==> config.mk <==
export PLATFORM = sky130hd
export DESIGN_NAME = irq_conditioner
export DESIGN_NICKNAME = d
export VERILOG_FILES = /design/src/rtl/irq_pkg.sv /design/src/rtl/irq_debounce_ch.sv /design/src/rtl/irq_conditioner.sv
export SDC_FILE = /design/constraint.sdc
export NUM_CORES = 1
export LEC_CHECK = 0
export ABC_AREA = 1
export CAP_MARGIN = 20
export CORE_MARGIN = 2
export CORE_UTILIZATION = 58
export DETAILED_ROUTE_END_ITERATION = 8
export GPL_TIMING_DRIVEN = 0
export PLACE_DENSITY = 0.8
export SYNTH_ARGS = -nofsm -noshare
export SYNTH_HDL_FRONTEND = slang
export SYNTH_SLANG_ARGS = --single-unit
==> constraint.sdc <==
create_clock -name clk -period 6 [get_ports clk]
set_clock_uncertainty 0.15 [all_clocks]
set_input_delay 1.2 -clock clk [delete_from_list [all_inputs] [get_ports clk]]
set_output_delay 1.2 -clock clk [all_outputs]
set_load 0.02 [all_outputs]
==> src/rtl/irq_pkg.sv <==
// Shared constants and pulse-FSM encoding for the interrupt conditioner.
package irq_pkg;

    localparam int IRQ_N_CH            = 3;
    localparam int IRQ_DEBOUNCE_CYCLES = 100000;
    localparam int IRQ_PULSE_CYCLES    = 16;
    localparam int IRQ_CNT_W           = 16;

    typedef enum logic {
        IDLE  = 1'b0,
        PULSE = 1'b1
    } pulse_state_t;

endpackage

==> src/rtl/irq_debounce_ch.sv <==
// Single-channel 2-flop synchroniser plus debounce counter; db_level follows sync2 after
// DEBOUNCE_CYCLES stable cycles (raw edge k -> db_level after edge k+1+DEBOUNCE_CYCLES); no backpressure.
module irq_debounce_ch
    import irq_pkg::*;
#(
    parameter int DEBOUNCE_CYCLES = IRQ_DEBOUNCE_CYCLES
) (
    input  logic clk,
    input  logic clr,
    input  logic btn_raw,
    output logic db_level
);

    localparam int CW = $clog2(DEBOUNCE_CYCLES);

    logic          sync1;
    logic          sync2;
    logic [CW-1:0] cnt;

    always_ff @(posedge clk or posedge clr) begin
        if (clr) begin
            sync1    <= 1'b0;
            sync2    <= 1'b0;
            cnt      <= '0;
            db_level <= 1'b0;
        end else begin
            sync1 <= btn_raw;
            sync2 <= sync1;
            // Any sample matching the current level restarts the stability count.
            if (sync2 == db_level) begin
                cnt <= '0;
            end else if (cnt == CW'(DEBOUNCE_CYCLES - 1)) begin
                db_level <= sync2;
                cnt      <= '0;
            end else begin
                cnt <= cnt + CW'(1);
            end
        end
    end

endmodule

==> src/rtl/irq_conditioner.sv <==
// Per-channel debounce, rising-edge accept, fixed-width irq pulse with one-deep pending and event counter.
// Latency: raw edge k -> irq_out after edge k+2+DEBOUNCE_CYCLES; no backpressure, a third overlapping event is dropped.
module irq_conditioner
    import irq_pkg::*;
#(
    parameter int N_CH            = IRQ_N_CH,
    parameter int DEBOUNCE_CYCLES = IRQ_DEBOUNCE_CYCLES,
    parameter int PULSE_CYCLES    = IRQ_PULSE_CYCLES,
    parameter int CNT_W           = IRQ_CNT_W
) (
    input  logic                    clk,
    input  logic                    clr,
    input  logic [N_CH-1:0]         btn_raw,
    input  logic [N_CH-1:0]         irq_mask,
    output logic [N_CH-1:0]         irq_out,
    output logic [N_CH-1:0]         db_level,
    output logic [N_CH-1:0]         irq_pending,
    output logic [N_CH*CNT_W-1:0]   evt_count
);

    // Counter also holds PULSE_CYCLES so a re-entered pulse can spend one cycle low.
    localparam int PW = $clog2(PULSE_CYCLES + 1);

    for (genvar i = 0; i < N_CH; i++) begin : g_ch
        pulse_state_t     state, state_nxt;
        logic [PW-1:0]    pcnt, pcnt_nxt;
        logic [CNT_W-1:0] cnt, cnt_nxt;
        logic             db_prev;
        logic             out_q, out_nxt;
        logic             pend_q, pend_nxt;
        logic             accept;
        logic             pend_eff;

        irq_debounce_ch #(
            .DEBOUNCE_CYCLES (DEBOUNCE_CYCLES)
        ) u_debounce (
            .clk      (clk),
            .clr      (clr),
            .btn_raw  (btn_raw[i]),
            .db_level (db_level[i])
        );

        assign accept   = db_level[i] & ~db_prev & irq_mask[i];
        assign pend_eff = pend_q & irq_mask[i];

        always_comb begin
            state_nxt = state;
            pcnt_nxt  = pcnt;
            cnt_nxt   = cnt;
            out_nxt   = out_q;
            pend_nxt  = pend_eff;
            case (state)
                IDLE: begin
                    out_nxt  = 1'b0;
                    pend_nxt = 1'b0;
                    if (accept) begin
                        state_nxt = PULSE;
                        pcnt_nxt  = PW'(PULSE_CYCLES - 1);
                        out_nxt   = 1'b1;
                        cnt_nxt   = cnt + CNT_W'(1);
                    end
                end
                PULSE: begin
                    if (pcnt == '0) begin
                        out_nxt  = 1'b0;
                        pend_nxt = 1'b0;
                        // Fresh pulse starts low for one cycle so the downstream latch sees a new edge.
                        if (pend_eff || accept) begin
                            pcnt_nxt = PW'(PULSE_CYCLES);
                            if (!pend_eff) begin
                                cnt_nxt = cnt + CNT_W'(1);
                            end
                        end else begin
                            state_nxt = IDLE;
                        end
                    end else begin
                        pcnt_nxt = pcnt - PW'(1);
                        out_nxt  = 1'b1;
                        if (accept && !pend_eff) begin
                            pend_nxt = 1'b1;
                            cnt_nxt  = cnt + CNT_W'(1);
                        end
                    end
                end
                default: state_nxt = IDLE;
            endcase
        end

        always_ff @(posedge clk or posedge clr) begin
            if (clr) begin
                state   <= IDLE;
                pcnt    <= '0;
                cnt     <= '0;
                db_prev <= 1'b0;
                out_q   <= 1'b0;
                pend_q  <= 1'b0;
            end else begin
                state   <= state_nxt;
                pcnt    <= pcnt_nxt;
                cnt     <= cnt_nxt;
                db_prev <= db_level[i];
                out_q   <= out_nxt;
                pend_q  <= pend_nxt;
            end
        end

        assign irq_out[i]                  = out_q;
        assign irq_pending[i]              = pend_q;
        assign evt_count[i*CNT_W +: CNT_W] = cnt;
    end

endmodule

==> summary.md, run 1 <==
The flow ran to the end, and the final reports show no timing, DRC or antenna violations. The predominant post-synthesis flop cell was dfrtp_1. The slack of the worst reg-to-reg path was 4.23 ns.

Data on the critical path arrives at its endpoint at 1.65 ns. The worst hold path class was flip-flop to flip-flop. The run gives 0 as the post-detailed-route DRC marker count. The fraction of met2 tracks used by global routing is 37.5%, and the switching share of total power is 20.0%. STA classifies the critical path startpoint as a flip-flop. After synthesis, the share of flip-flops with an asynchronous set or reset is 100%. The run gives 23.1% as the global routing usage summed across all routing layers. The number of buffers added by the clock tree synthesis step was 17. For the number of warnings issued by yosys, the log shows 0.

The run gives 0 as the number of antenna violations at the first check in global routing. The first-pass GRT wire length came out at 24600 µm. The worst register-to-register path begins at g_ch[1].u_debounce.db_level$_DFFE_PP0P_.

Synthesis produced a netlist whose cell count is 937. Number of logic stages on the critical path including buffering: 2. A synthesized cell averages 7.58 µm². In this run, the number of DRC markers left after iteration 0 of detailed routing was 406.

Compared with the post-synthesis result, the final layout area differs by 21.3%. The internal power of the cells totals 1.69 mW. The cell depth of the worst flop-to-flop path was 4. The number of antenna diodes in the final layout is 0. The H-tree was split into 4 levels. In this run the horizontal extent of the chip is 115 µm. After clock tree synthesis, the clock-pin slew on the worst setup and hold paths is 0.05 ns.

Once detailed placement completed, the half-perimeter wirelength came to 9680 µm. The tools report the number of max-slew violations in the final report as 0. The slew at the pin with the worst max-slew slack works out to 0.749 ns. The number of buffers and inverters on the critical path is 2. Routability-driven placement finished with a final weighted congestion of 0.904.

During placement, the flow inserted port buffers numbering 64. The post-route netlist has 7.35% of its cells at a drive strength greater than 1. The final critical delay including setup and external delays works out to 3.00 ns. For the number of nets in the layout, the log shows 1038. The buffer depth of the longest clock path is 2.

The tools report the detailed-route via count as 6027. TritonCTS built the clock tree. Data on the critical path is required at its endpoint by 4.65 ns.

The slowest stage of the critical path is the clkdlybuf4s50_1 cell. After clock tree synthesis, the setup repair step added 0 buffers. In this run the power spent charging and discharging nets is 0.422 mW. Sequential elements use 47.6% of the synthesized area. The endpoint identified for the worst register-to-register timing path is g_ch[1].u_debounce.cnt[10]$_DFF_PP0_. For this design the ratio of total power to cell area is 245 nW/µm².

Hold repair after CTS inserted 0 buffers. The tools report the launch point of the critical path as g_ch[1].u_debounce.db_level$_DFFE_PP0P_. The run gives 0 as the remaining global-route overflow. The routed design has 13800 µm of wire. Combinational logic burns 2.0% of the power. The cell leakage power is 3.86 nW, and the tightest slew margin relative to the limit is 49.7%. The number of library cell types mapped by synthesis came out at 29.

For this configuration, the core starts out at a cell density of 59.4%. The accumulated negative setup slack came out at 0 ns. The floorplan has 40 rows. Setup violations remaining at the end of the flow were counted as 0. The full die area is 13200 µm². In the global route stage, met1 resource usage came out at 30.9%. The met3 layer usage reported by global route was 4.55%; the count of cells resized by post-cts repair was 0.

The run gives 0.42 ns as the clock latency reported for the late side of the worst-skew pair. The number of fillers in the final layout was 932. Cell chosen for the clock root: clkbuf_16. The worst ir drop on vdd was 0.179 mV. After detailed routing, the average wire length per cell comes to 11.7 µm. For this design the top-level I/O count stands at 65. The critical path goes through buf_4 > clkdlybuf4s50_1. Overall power consumption after layout is estimated at 2.11 mW. The critical path is of the flip-flop to primary output type.

For the net count after synthesis, the log shows 954. The tools report the critical path capture point type as a primary output. The die span in y came out at 115 µm.

For this run, the top clock speed supported by timing is 334 MHz. Across the run, the number of max-cap violations was 0. The count of flip-flops with a built-in enable after synthesis came out at 0. The most used routing layer in global routing is met2. The run gives 12000 µm² as the area of the core. Following the worst setup path forward leads to its endpoint at db_level[1]. For the clock power share, the log shows 54.2%.

The share of total power in sequential cells is 43.8%. Dividing the detail-routed via count by the number of cells gives 5.10. The run gives 0 as the final count of hold timing violations. The run gives 135 as the sink count of the clock tree. The first detailed-routing pass took 5 iterations. In this run the remaining antenna-violating nets after routing total 0.

The tools report the pin count of the biggest net entering global routing as 84. Setup repair after global routing left no endpoint under its margin. Post-synthesis instance area: 7100 µm². Among cell families on the critical path, the largest total delay comes from buffers and inverters.

The delay of the slowest critical-path stage came out at 0.59 ns. Along the worst path, the maximum fanout reaches 5. After synthesis the netlist holds a flip-flop and latch count of 135.

Number of global-route vias before repair: 5678. Dividing the final minimum period by the clock period gives 49.9%.
[cell usage in the layout, fill, tap and decap left out, drive strengths merged, types with 5 or more instances in the layout]
cell	synthesis	final
nor2	182	182
xor2	26	26
inv	108	109
buf	14	15
clkdlybuf4s50	0	64
bufinv	0	5
clkinv	0	6
nand4	19	19
a21oi	20	20
xnor2	18	18
nand3	59	59
nor3	8	8
o21ai	41	41
ha	9	9
clkbuf	0	19
dfrtp	135	135
nand2	287	287
[routing by layer]
metal  wire length, µm  vias to the layer above
li1                  -                     3094
met1              6540                     2768
met2              6440                      145
met3               568                       20
met4               255                        0
met5                 0                        -
[cell type report]
| class | instances | area (µm²) | area share (%) |
|---|---|---|---|
| timing repair buffer | 65 | 668 | 7.76 |
| multi-input combinational | 680 | 3210 | 37.3 |
| tap | 147 | 184 | 2.14 |
| buffer | 14 | 108 | 1.25 |
| clock inverter | 13 | 200 | 2.32 |
| clock buffer | 19 | 453 | 5.26 |
| sequential | 135 | 3380 | 39.2 |
| inverter | 108 | 410 | 4.76 |
[worst reg2reg max path, stage by stage (launching register included)]
cell and delay [ns]:
dfrtp_1 0.46, xnor2_1 0.65, inv_1 0.17, nand2_4 0.16, nor2_1 0.07
[cell families after synthesis]
| logic type | count (synthesis) | synth area share [%] |
|---|---|---|
| xor+xnor | 44 | 5.42 |
| buf+inv | 122 | 7.22 |
| simple gates | 563 | 33.6 |
| compound gates | 64 | 4.61 |
| flops | 135 | 47.6 |
| fa+ha+maj | 9 | 1.59 |
[Yosys cell counts, types with 6 or more instances]
| cell | count | share of area, % |
|---|---|---|
| nor3_1 | 8 | 0.56 |
| buf_4 | 10 | 1.1 |
| xnor2_1 | 18 | 2.2 |
| ha_1 | 9 | 1.6 |
| nor2_2 | 10 | 0.88 |
| nand3_1 | 57 | 4.0 |
| a21oi_1 | 20 | 1.4 |
| nor2_1 | 165 | 8.7 |
| o21ai_0 | 32 | 2.3 |
| nand2_1 | 279 | 15 |
| nor2_4 | 7 | 1.1 |
| xor2_1 | 26 | 3.2 |
| inv_1 | 107 | 5.7 |
| nand2_2 | 6 | 0.53 |
| o21ai_1 | 9 | 0.63 |
| dfrtp_1 | 135 | 48 |
| nand4_1 | 19 | 1.7 |
[worst min path at each step]
stage | endpoint | slack, ns | from | cells after the start
2_1_floorplan | g_ch[0].u_debounce.sync2$_DFF_PP0_ | 0.18 | g_ch[0].u_debounce.sync1$_DFF_PP0_ | 0
3_3_place_gp | g_ch[2].u_debounce.sync2$_DFF_PP0_ | 0.18 | g_ch[2].u_debounce.sync1$_DFF_PP0_ | 0
3_5_place_dp | g_ch[0].u_debounce.sync2$_DFF_PP0_ | 0.19 | g_ch[0].u_debounce.sync1$_DFF_PP0_ | 0
4_1_cts | g_ch[0].u_debounce.sync2$_DFF_PP0_ | 0.20 | g_ch[0].u_debounce.sync1$_DFF_PP0_ | 0
5_1_grt | g_ch[2].u_debounce.sync2$_DFF_PP0_ | 0.21 | g_ch[2].u_debounce.sync1$_DFF_PP0_ | 0
6_report | g_ch[0].u_debounce.sync2$_DFF_PP0_ | 0.20 | g_ch[0].u_debounce.sync1$_DFF_PP0_ | 0
[stage by stage]
stage / std cells / hold WS, ns / instance area [µm²] / utilization, % / worst slack (ns)
2_1_floorplan: 937 / 0.181 / 7100 / - / 1.04
3_3_place_gp: 1148 / 0.183 / 7930 / 66.3 / -0.737
3_5_place_dp: 1149 / 0.188 / 7960 / 66.6 / 3.22
4_1_cts: 1181 / 0.200 / 8610 / 72.0 / 2.98
5_1_grt: 1181 / 0.208 / 8610 / 72.0 / 2.95
6_report: 1181 / 0.198 / 8610 / 72.0 / 3.00
[power groups by stage]
stage,combinational [mW],clock (mW),sequential (mW)
after floorplan,0.0279,0,0.938
after global placement,0.0412,0,0.939
after detailed placement,0.0448,0,0.939
after CTS,0.0450,1.16,0.923
after global routing,0.0502,1.20,0.924
final,0.0430,1.14,0.923
[state kept, by name (all words and copies together), names as in the netlist]
name and flops:
g_ch.u_debounce.sync2 3, g_ch.u_debounce.sync1 3, g_ch.u_debounce.db_level 3, g_ch.db_prev 3, g_ch.out_q 3, g_ch.cnt 48, g_ch.u_debounce.cnt 51, g_ch.state 3
g_ch.pcnt 15, g_ch.pend_q 3
No activity file was read; power rests on OpenSTA's default activity.
==> run 2: changes to the inputs <==
- CORE_UTILIZATION: 58 -> 52
- PLACE_DENSITY: 0.8 -> 0.76
- clock period: 6 -> 2.7 ns (I/O delays scaled with it)
==> summary.md, run 2 (synthesis gave the netlist of run 1 again) <==
The pin count of the biggest net entering global routing was 37; the sum of buffers and inverters on the critical path was 2. The logs give 0 for the post-detailed-route DRC marker count and 0 for the number of max-slew violations in the final report. The path with the worst hold slack has its endpoint at g_ch[1].u_debounce.sync2$_DFF_PP0_.

For flop-to-flop paths, the worst setup slack is 0.93 ns. The delay of the slowest critical-path stage was 0.59 ns. The longest clock path from root to sink contains 2 buffers. The final hold slack was 0.195 ns; the starting density of the core was 53.4%. In this run the core area contains 42 standard-cell rows. At the end of the flow, the number of nets in the layout was 1041. The number of cells in the design after placement is 1181, and the number of buffers inserted by port buffering is 64. In this run the worst hold path is classified as flip-flop to flip-flop. The tools report the clock latency reported for the late side of the worst-skew pair as 0.41 ns. The end of the worst register-to-register path is g_ch[1].u_debounce.cnt[15]$_DFF_PP0_. In this run, the number of DRC markers left after iteration 0 of detailed routing was 469. The number of global-route vias before repair is 5629. The slew at the pin with the worst max-slew slack was 0.769 ns. The first global-routing pass estimated 24600 µm of wire. For the worst endpoint data arrival time, the log shows 1.64 ns. From bottom edge to top edge, the die measures 121 µm.

In this run the horizontal extent of the chip is 121 µm. The tools report the worst ir drop on vdd as 0.378 mV. The largest registers in the layout are g_ch.u_debounce.cnt: 51 flops, g_ch.cnt: 48 flops, g_ch.pcnt: 15 flops.

The detailed-route via count came out at 6046. The final clock period utilization by the worst path was 86.3%. Setup repair after global routing left no endpoint under its margin.

The number of flip-flops under the largest register name was 51; the sink count of the clock tree was 135. The largest fanout of any net on the critical path is 5, and the full die area is 14600 µm². The analysis attributes to cell leakage a power of 3.87 nW.

Overall power consumption after layout is estimated at 4.55 mW. The clock transition at the registers of the reported paths was 0.06 ns. The type of the setup path with the least slack is flip-flop to primary output. The source of the worst hold timing path was g_ch[1].u_debounce.sync1$_DFF_PP0_.

The tools report the final count of hold timing violations as 0. The count of cells in the finished layout, fillers not included, comes to 1213. More flip-flops sit in one register than any other, and that register is g_ch.u_debounce.cnt.

The library cells used most frequently in the layout, excluding fill and tap cells, are 279 x nand2_1, 165 x nor2_1, 135 x dfrtp_1, 106 x inv_1, 64 x clkdlybuf4s50_1. Once the clock tree was built, the setup fixing pass inserted 0 buffers. Measured in cells, the most critical reg-to-reg path has a length of 4. Cell with the largest stage delay on the worst path: clkdlybuf4s50_1.

Hold repair after CTS inserted 0 buffers. Compared with the post-synthesis result, the final layout area differs by 22.0%. For the residual antenna-violating net count after detailed routing, the log shows 0.

In this design, the largest share of critical-path delay is due to buffers and inverters. The critical path required time came out at 2.01 ns. The wire length per cell after detailed routing is 11.4 µm. Once the clock tree was built, the resizer swapped 0 gates to a different size. For the global routing usage summed across all routing layers, the log shows 20.8%. The critical path capture point type is a primary output.

The first detailed-routing pass took 6 iterations. In the final timing run, aggregate negative setup slack is 0 ns. The logs give 0 for the number of antenna violations at the first check in global routing and 65.2% for the fraction of the core area covered by cells at the end of the flow. The tools report the startpoint type of the worst setup path as a flip-flop.

The run finished with clean final reports. The congestion estimate from routability-driven global placement came to 0.878. The final critical delay including setup and external delays works out to 2.33 ns. The number of setup violations in the final report was 0. The tightest slew margin relative to the limit came out at 48.4%. Leaving out fill and tap cells, the most frequent cell in the layout is nand2_1.

In this run the critical register-to-register path is launched from g_ch[1].u_debounce.db_level$_DFFE_PP0P_. The power density over the cells came out at 524 nW/µm². Wires add up to 13900 µm. The number of buffers added by the clock tree synthesis step is 17.

The count of pins on the block boundary was 65. Remaining global-route overflow: 0. The signal on the critical path passes through buf_4 > clkdlybuf4s50_1. TritonCTS built the clock tree.

The cell chosen for the clock root was clkbuf_16. After floorplanning, the core was sized to cover 13300 µm². The H-tree was split into 4 levels. The number of cells on the worst hold path works out to 0. After detailed routing, the number of vias per cell comes to 4.98.

Based on the critical path, the design can be clocked at up to 429 MHz. Cells with a size suffix above 1 make up 7.43% of the layout. The detailed-placement wirelength estimate was 10200 µm; the number of antenna repair diodes was 0. The number of max-cap violations came out at 0.
run 2: cell types whose count changed in the layout (fill, tap and decap cells not counted):
cell	change
inv_6	-2
clkinv_2	-1
buf_16	-1
clkinvlp_4	+1
clkbuf_1	+2
bufinv_16	-2
clkinv_4	-1
buf_12	+4
clkbuf_8	+3
run 2: layout make-up:
cell class	count	area [µm²]
sequential	135	3380
timing repair buffer	68	721
multi-input combinational	680	3210
inverter	108	409
fill	1151	4630
buffer	14	108
tap	176	220
clock inverter	8	118
clock buffer	24	502
run 2: through the flow:
step,worst slack [ns],cell area [µm²]
2_1_floorplan,0.331,7110
3_3_place_gp,-0.890,7970
3_5_place_dp,0.532,8050
4_1_cts,0.342,8670
5_1_grt,0.303,8670
6_report,0.370,8670
run 2: worst register-to-register path, stage by stage, from the launching register on:
cell and delay (ns):
dfrtp_1 0.46, xnor2_1 0.67, inv_1 0.17, nand2_4 0.15, a21oi_1 0.05
run 2: worst max path at each step:
stage,from,to,slack [ns],cells past startpoint
6_report,g_ch[1].u_debounce.db_level$_DFFE_PP0P_,db_level[1],0.37,2
5_1_grt,g_ch[1].u_debounce.db_level$_DFFE_PP0P_,db_level[1],0.30,2
4_1_cts,g_ch[1].u_debounce.db_level$_DFFE_PP0P_,db_level[1],0.34,2
3_5_place_dp,clr,g_ch[2].u_debounce.cnt[16]$_DFF_PP0_,0.53,5
3_3_place_gp,clr,g_ch[2].u_debounce.cnt[16]$_DFF_PP0_,-0.89,2
2_1_floorplan,clr,g_ch[0].cnt[0]$_DFFE_PP0P_,0.33,1
run 2: routing by layer:
layer	part of all wire, %	routed length [µm]	GRT usage (%)
met5	0	0	0
met4	1.6	227	8.50
met3	4.1	566	4.04
met2	48	6660	33.8
met1	46	6410	27.2
run 2: power by group:
part	switching (mW)	total (mW)	internal (mW)
registers	0.0116	2.05	2.04
logic	0.0692	0.104	0.0348
clock network	0.822	2.39	1.57
total	0.902	4.55	3.64
